### config.mk
export PLATFORM = sky130hd
export DESIGN_NAME = flipflop_treset_seq
export DESIGN_NICKNAME = d
export VERILOG_FILES = /design/src/rtl/flipflop_treset_pkg.sv /design/src/rtl/flipflop_treset_tick.sv /design/src/rtl/flipflop_treset_seq.sv
export SDC_FILE = /design/constraint.sdc
export NUM_CORES = 1
export LEC_CHECK = 0
export ABC_CLOCK_PERIOD_IN_PS = 1400
export CORE_UTILIZATION = 45
export DETAILED_ROUTE_END_ITERATION = 12
export HOLD_SLACK_MARGIN = 0.06
export MAX_ROUTING_LAYER = met4
export PLACE_DENSITY = 0.69
export SLEW_MARGIN = 0
export SYNTH_ARGS = -nofsm -noshare
export SYNTH_HDL_FRONTEND = slang
export SYNTH_SLANG_ARGS = --single-unit
### constraint.sdc
create_clock -name Clk -period 1.4 [get_ports Clk]
set_input_delay 0.35 -clock Clk [delete_from_list [all_inputs] [get_ports Clk]]
set_output_delay 0.35 -clock Clk [all_outputs]
set_load 0.005 [all_outputs]
### src/rtl/flipflop_treset_pkg.sv
// Shared types and helpers for the staged soft-reset sequencer.
//
// Contents:
//   treset_state_e : sequencer states (IDLE, ARM, HOLD, RELEASE)
//   min_cnt_w()    : smallest counter width able to hold the largest
//                    delay/stagger/watchdog limit
package flipflop_treset_pkg;

  typedef enum logic [1:0] {
    IDLE    = 2'd0,
    ARM     = 2'd1,
    HOLD    = 2'd2,
    RELEASE = 2'd3
  } treset_state_e;

  function automatic int unsigned min_cnt_w(input int unsigned delay,
                                            input int unsigned stagger,
                                            input int unsigned timeout);
    int unsigned m;
    int unsigned w;
    m = delay;
    if (stagger > m) m = stagger;
    if (timeout > m) m = timeout;
    w = 1;
    for (int unsigned i = 1; i < 32; i++) begin
      if ((m >> i) != 0) w = i + 1;
    end
    return w;
  endfunction

endpackage

### src/rtl/flipflop_treset_tick.sv
// Loadable, saturating up-counter with a terminal-match flag.
// Shared by the arm delay, the channel stagger spacing and the watchdog.
//
// Ports:
//   clk      : clock, rising edge
//   rst      : synchronous active-high reset, clears the count
//   load     : load load_val (priority over inc)
//   load_val : value loaded on load
//   inc      : count up by one, holding at all-ones
//   limit    : terminal value
//   match    : count == limit
module flipflop_treset_tick #(
  parameter int unsigned CNT_W = 8
) (
  input  logic             clk,
  input  logic             rst,
  input  logic             load,
  input  logic [CNT_W-1:0] load_val,
  input  logic             inc,
  input  logic [CNT_W-1:0] limit,
  output logic             match
);

  logic [CNT_W-1:0] count;

  always_ff @(posedge clk) begin
    if (rst) begin
      count <= '0;
    end else if (load) begin
      count <= load_val;
    end else if (inc && (count != '1)) begin
      count <= count + CNT_W'(1);
    end
  end

  assign match = (count == limit);

endmodule

### src/rtl/flipflop_treset_seq.sv
// Staged soft-reset sequencer: turns a level soft-reset request into a
// latched multi-channel reset level. Assertion waits DELAY edges of a
// continuously high Req; release is acknowledged by Clear (with Req low)
// and then walks from channel 0 upward, STAGGER edges per channel.
//
// Optional watchdog: define FLIPFLOP_TRESET_WDOG_EN to force a release
// after HOLD_TIMEOUT quiet edges in HOLD and raise a sticky Timeout.
//
// Ports:
//   Clk     : clock, rising edge
//   RESET   : synchronous active-high hard reset (enters HOLD, all channels held)
//   Req     : soft reset request, level
//   Clear   : release acknowledge, honoured only while Req is low
//   TRESET  : per-channel reset level (1 = held in reset)
//   Busy    : high whenever the sequencer is not IDLE
//   Done    : one-cycle pulse after the last channel releases
//   Timeout : sticky watchdog flag (0 when the watchdog is compiled out)
module flipflop_treset_seq
  import flipflop_treset_pkg::*;
#(
  parameter int unsigned CHANNELS     = 4,
  parameter int unsigned DELAY        = 2,
  parameter int unsigned STAGGER      = 1,
  parameter int unsigned CNT_W        = 8,
  parameter int unsigned HOLD_TIMEOUT = 64
) (
  input  logic                Clk,
  input  logic                RESET,
  input  logic                Req,
  input  logic                Clear,
  output logic [CHANNELS-1:0] TRESET,
  output logic                Busy,
  output logic                Done,
  output logic                Timeout
);

  if (CHANNELS == 0 || CHANNELS > 16) begin : g_bad_channels
    $error("CHANNELS must be in 1..16");
  end
  if (DELAY == 0) begin : g_bad_delay
    $error("DELAY must be at least 1");
  end
  if (HOLD_TIMEOUT == 0) begin : g_bad_timeout
    $error("HOLD_TIMEOUT must be at least 1");
  end
  if (CNT_W < min_cnt_w(DELAY, STAGGER, HOLD_TIMEOUT)) begin : g_bad_cnt_w
    $error("CNT_W too small for DELAY/STAGGER/HOLD_TIMEOUT");
  end

  // Counters match on the edge that completes the interval, hence limit-1.
  localparam logic [CNT_W-1:0]    ARM_LIM     = CNT_W'(DELAY - 1);
  localparam logic [CNT_W-1:0]    STG_LIM     = CNT_W'((STAGGER == 0) ? 0 : STAGGER - 1);
  localparam logic [CNT_W-1:0]    WD_LIM      = CNT_W'(HOLD_TIMEOUT - 1);
  localparam bit                  ALL_AT_ONCE = (STAGGER == 0) || (CHANNELS == 1);
  localparam logic [4:0]          LAST_IDX    = 5'(CHANNELS - 1);
  localparam logic [CHANNELS-1:0] CH0         = CHANNELS'(1);

  treset_state_e       state;
  logic [CHANNELS-1:0] treset_q;
  logic                busy_q;
  logic                done_q;
  logic [4:0]          idx;       // next channel to release
  logic                arm_match;
  logic                stg_match;
  logic                wd_fire;

  flipflop_treset_tick #(.CNT_W(CNT_W)) u_arm_tick (
    .clk      (Clk),
    .rst      (RESET),
    .load     (state != ARM),
    .load_val ('0),
    .inc      (state == ARM),
    .limit    (ARM_LIM),
    .match    (arm_match)
  );

  // Restarted after every channel release so each gap is STAGGER edges.
  flipflop_treset_tick #(.CNT_W(CNT_W)) u_stg_tick (
    .clk      (Clk),
    .rst      (RESET),
    .load     ((state != RELEASE) || stg_match),
    .load_val ('0),
    .inc      (state == RELEASE),
    .limit    (STG_LIM),
    .match    (stg_match)
  );

`ifdef FLIPFLOP_TRESET_WDOG_EN
  logic wd_match;
  logic timeout_q;

  flipflop_treset_tick #(.CNT_W(CNT_W)) u_wd_tick (
    .clk      (Clk),
    .rst      (RESET),
    .load     ((state != HOLD) || Req),
    .load_val ('0),
    .inc      ((state == HOLD) && !Req && !Clear),
    .limit    (WD_LIM),
    .match    (wd_match)
  );

  assign wd_fire = wd_match && !Clear;

  always_ff @(posedge Clk) begin
    if (RESET) begin
      timeout_q <= 1'b0;
    end else if ((state == HOLD) && !Req && wd_fire) begin
      timeout_q <= 1'b1;
    end
  end

  assign Timeout = timeout_q;
`else
  assign wd_fire = 1'b0;
  assign Timeout = 1'b0;
`endif

  always_ff @(posedge Clk) begin
    if (RESET) begin
      state    <= HOLD;
      treset_q <= '1;
      busy_q   <= 1'b1;
      done_q   <= 1'b0;
      idx      <= '0;
    end else begin
      done_q <= 1'b0;
      unique case (state)
        IDLE: begin
          treset_q <= '0;
          if (Req) begin
            state  <= ARM;
            busy_q <= 1'b1;
          end
        end
        ARM: begin
          if (!Req) begin
            state  <= IDLE;
            busy_q <= 1'b0;
          end else if (arm_match) begin
            state    <= HOLD;
            treset_q <= '1;
          end
        end
        HOLD: begin
          treset_q <= '1;
          if (!Req && (Clear || wd_fire)) begin
            if (ALL_AT_ONCE) begin
              state    <= IDLE;
              treset_q <= '0;
              busy_q   <= 1'b0;
              done_q   <= 1'b1;
            end else begin
              state    <= RELEASE;
              treset_q <= ~CH0;
              idx      <= 5'd1;
            end
          end
        end
        RELEASE: begin
          if (Req) begin
            state    <= HOLD;
            treset_q <= '1;
          end else if (stg_match) begin
            treset_q <= treset_q & ~(CH0 << idx);
            idx      <= idx + 5'd1;
            if (idx == LAST_IDX) begin
              state  <= IDLE;
              busy_q <= 1'b0;
              done_q <= 1'b1;
            end
          end
        end
      endcase
    end
  end

  assign TRESET = treset_q;
  assign Busy   = busy_q;
  assign Done   = done_q;

endmodule

==> impl_metrics.json <==
{
  "outcome": "complete, but fails checks",
  "violations": "negative setup slack",
  "clockBufferDepth": 2,
  "area_delta_synth_final_pct": 58.08,
  "worstSkewPairLatency_ns": 0.35,
  "io_buffers": 9,
  "setup_ws_ns": -0.1138,
  "numClockSinks": 29,
  "period_minus_slack_ns": 1.514,
  "r2r-start": "u_stg_tick.count[1]",
  "holdBufCountCts": 0,
  "powerDensity_mw_per_mm2": 615.9,
  "holdPathEnd": "TRESET[3]",
  "dp_hpwl_um": 2894,
  "drv_cap": 0,
  "antenna_left": 0,
  "required_ns": 1.64,
  "power_mw": 1.523,
  "fin_hold_ws_ns": 0.4665,
  "clk_pin_slew_ns": 0.09,
  "rsz0062_at_grt": "yes",
  "syn_avg_cell_area_um2": 8.737,
  "rrSetupSlack_ns": -0.11,
  "vias": 1605,
  "antenna_found_initial": 0,
  "ys_types": 49,
  "num_antenna_cells": 0,
  "fmax_mhz": 660.6,
  "h-tree-depth": 2,
  "grtUsageTotal": 0.2715,
  "wl_um": 4567,
  "endpoint_kind": "flip-flop",
  "synthArstFlopShare": 0,
  "grt_pass1_wl_um": 7031,
  "max-vdd-ir-drop_uv": 525.4,
  "clock-skew-final_ns": 0.004900,
  "ys.flop_type": "dfxtp_1",
  "crit_fanout": 6,
  "syn_inst": 179,
  "worstSetupPathType": "flip-flop to flip-flop",
  "slew_viol_final": 0,
  "die-area_mm2": 0.003716,
  "yosysSeqAreaShare": 0.3712,
  "wire_per_inst_um": 16.14,
  "chipWidth_um": 60.96,
  "cts_root_buffer": "clkbuf_4",
  "leakage_nw": 0.9100,
  "gp_congestion": 0.9078,
  "syn-num-nets": 188,
  "setup.worst_path.start_class": "flip-flop",
  "fp-row-count": 21,
  "fp.coreArea_mm2": 0.003337,
  "finalNonFillerCells": 283,
  "reg2reg_to": "Busy",
  "dr.first_iter.drc_count": 130,
  "first_pass_iters": 5,
  "syn_area_mm2": 0.001564,
  "cts_buffers": 5,
  "crit_arrival_ns": 1.76,
  "drive_above_1_share": 0.4852,
  "synth_edf_count": 0,
  "yosys_warnings": 0,
  "finalHoldViolCount": 0,
  "dp_cells": 270,
  "r2r_cells": 7,
  "via_per_inst": 5.671,
  "fin_tns_setup_ns": -0.7624,
  "nets": 246,
  "pin_count": 11,
  "grt_pass1_vias": 1616,
  "period_share": 1.081,
  "min_from": "TRESET[3]",
  "synth_seq_cells": 29,
  "whs_path_depth": 2,
  "setup-violations-final": 15,
  "grt_max_degree": 12,
  "gr-total-overflow": 0,
  "fin_util": 0.7409,
  "hp-class": "flip-flop to flip-flop",
  "initial_utilization": 0.4687,
  "cts_tree": "yes",
  "drcViolationCount": 0,
  "die_h_um": 60.96
}
-- kinds of logic (layout without fill, tap and decap cells) --
family | after synthesis | after routing | share of synthesized area
adders and majority gates | 5 | 5 | 0.04000
buffers and inverters | 12 | 70 | 0.03360
AOI/OAI and AO/OA | 38 | 38 | 0.1768
DFF | 29 | 29 | 0.3712
and+or+nand+nor | 79 | 79 | 0.2896
other | 1 | 1 | 0.002398
muxes | 2 | 2 | 0.01360
xor gates and xnor gates | 13 | 13 | 0.07280
-- cell usage after synthesis, types with 4 or more instances --
cell | instances | area [um2]
o21bai_1 | 5 | 37.54
nor2_1 | 26 | 97.59
nand4_1 | 7 | 43.79
nand3_1 | 5 | 25.02
nand2_1 | 7 | 26.28
dfxtp_1 | 29 | 580.6
nand2b_1 | 5 | 31.28
and3_1 | 7 | 43.79
xor2_1 | 7 | 61.31
o31ai_1 | 4 | 30.03
inv_1 | 6 | 22.52
xnor2_1 | 6 | 52.55
a31oi_1 | 5 | 31.28
a21oi_1 | 6 | 30.03
ha_1 | 5 | 62.56
-- state kept, by name, indices dropped and copies added, names as in the netlist, named ones only --
register          cells
Done                  1
idx                   5
u_arm_tick.count      8
u_stg_tick.count      8
TRESET                4
state                 1
Busy                  1
-- worst max-delay path, stage by stage (launching register included) --
cell	delay [ns]
dfxtp_2	0.33
inv_2	0.08
ha_4	0.13
nor4b_4	0.20
buf_6	0.19
nand4_4	0.14
a21o_1	0.19
a21o_1	0.15
-- placed cells by master, fill, tap and decap left out, types with 4 or more instances in the layout --
cell type	n
a31oi_1	5
and3_1	4
buf_4	40
buf_6	8
clkbuf_4	5
dfxtp_1	14
dfxtp_2	13
dlygate4sd2_1	6
inv_1	4
nand2_1	6
nand2b_1	4
nand3_1	5
nand4_1	7
nor2_1	22
o21bai_1	4
xnor2_1	5
xor2_1	6
-- layout make-up --
| type | count | area [um2] |
|---|---|---|
| Inverter | 6 | 25.02 |
| Sequential cell | 29 | 604.3 |
| Timing Repair Buffer | 57 | 473.0 |
| Tap cell | 46 | 57.56 |
| Fill cell | 248 | 864.6 |
| Clock buffer | 7 | 55.05 |
| Multi-Input combinational cell | 138 | 1257 |
-- metrics by stage --
step           worst slack [ns]  instance area (um2)
6_report                -0.1138                 2472
5_1_grt                 -0.2175                 2472
4_1_cts                -0.08938                 2283
3_5_place_dp            -0.3445                 2026
3_3_place_gp            -0.2695                 2026
2_1_floorplan          -0.04262                 1593
-- repair_timing --
item,CTS,global route
pin swaps,13,22
endpoints found under the setup margin,27,26
setup buffers,4,3
gates resized for setup,47,35
-- how the worst max path moves through the flow --
stage	cells past startpoint	end	from	slack [ns]
after floorplan	6	Busy	u_stg_tick.count[0]	-0.04
after global placement	6	idx[1]	Clear	-0.27
after detailed placement	5	idx[0]	Req	-0.34
after CTS	7	Busy	u_stg_tick.count[1]	-0.09
after global routing	8	idx[2]	u_stg_tick.count[1]	-0.22
final	7	Busy	u_stg_tick.count[1]	-0.11
-- routing by layer --
layer / global-route usage / share of wire / vias to the layer above
met5: - / 0 / -
met4: 0.1494 / 0.024 / 0
met2: 0.4521 / 0.52 / 41
li1: - / - / 768
met1: 0.2984 / 0.41 / 785
met3: 0.06183 / 0.042 / 11
-- report_power, final --
group          total [mW]  internal (mW)  switching (mW)
logic               0.143         0.0798          0.0628
clock network       0.541          0.236           0.304
registers           0.839          0.828          0.0112
(Power assumes the default switching activity.)
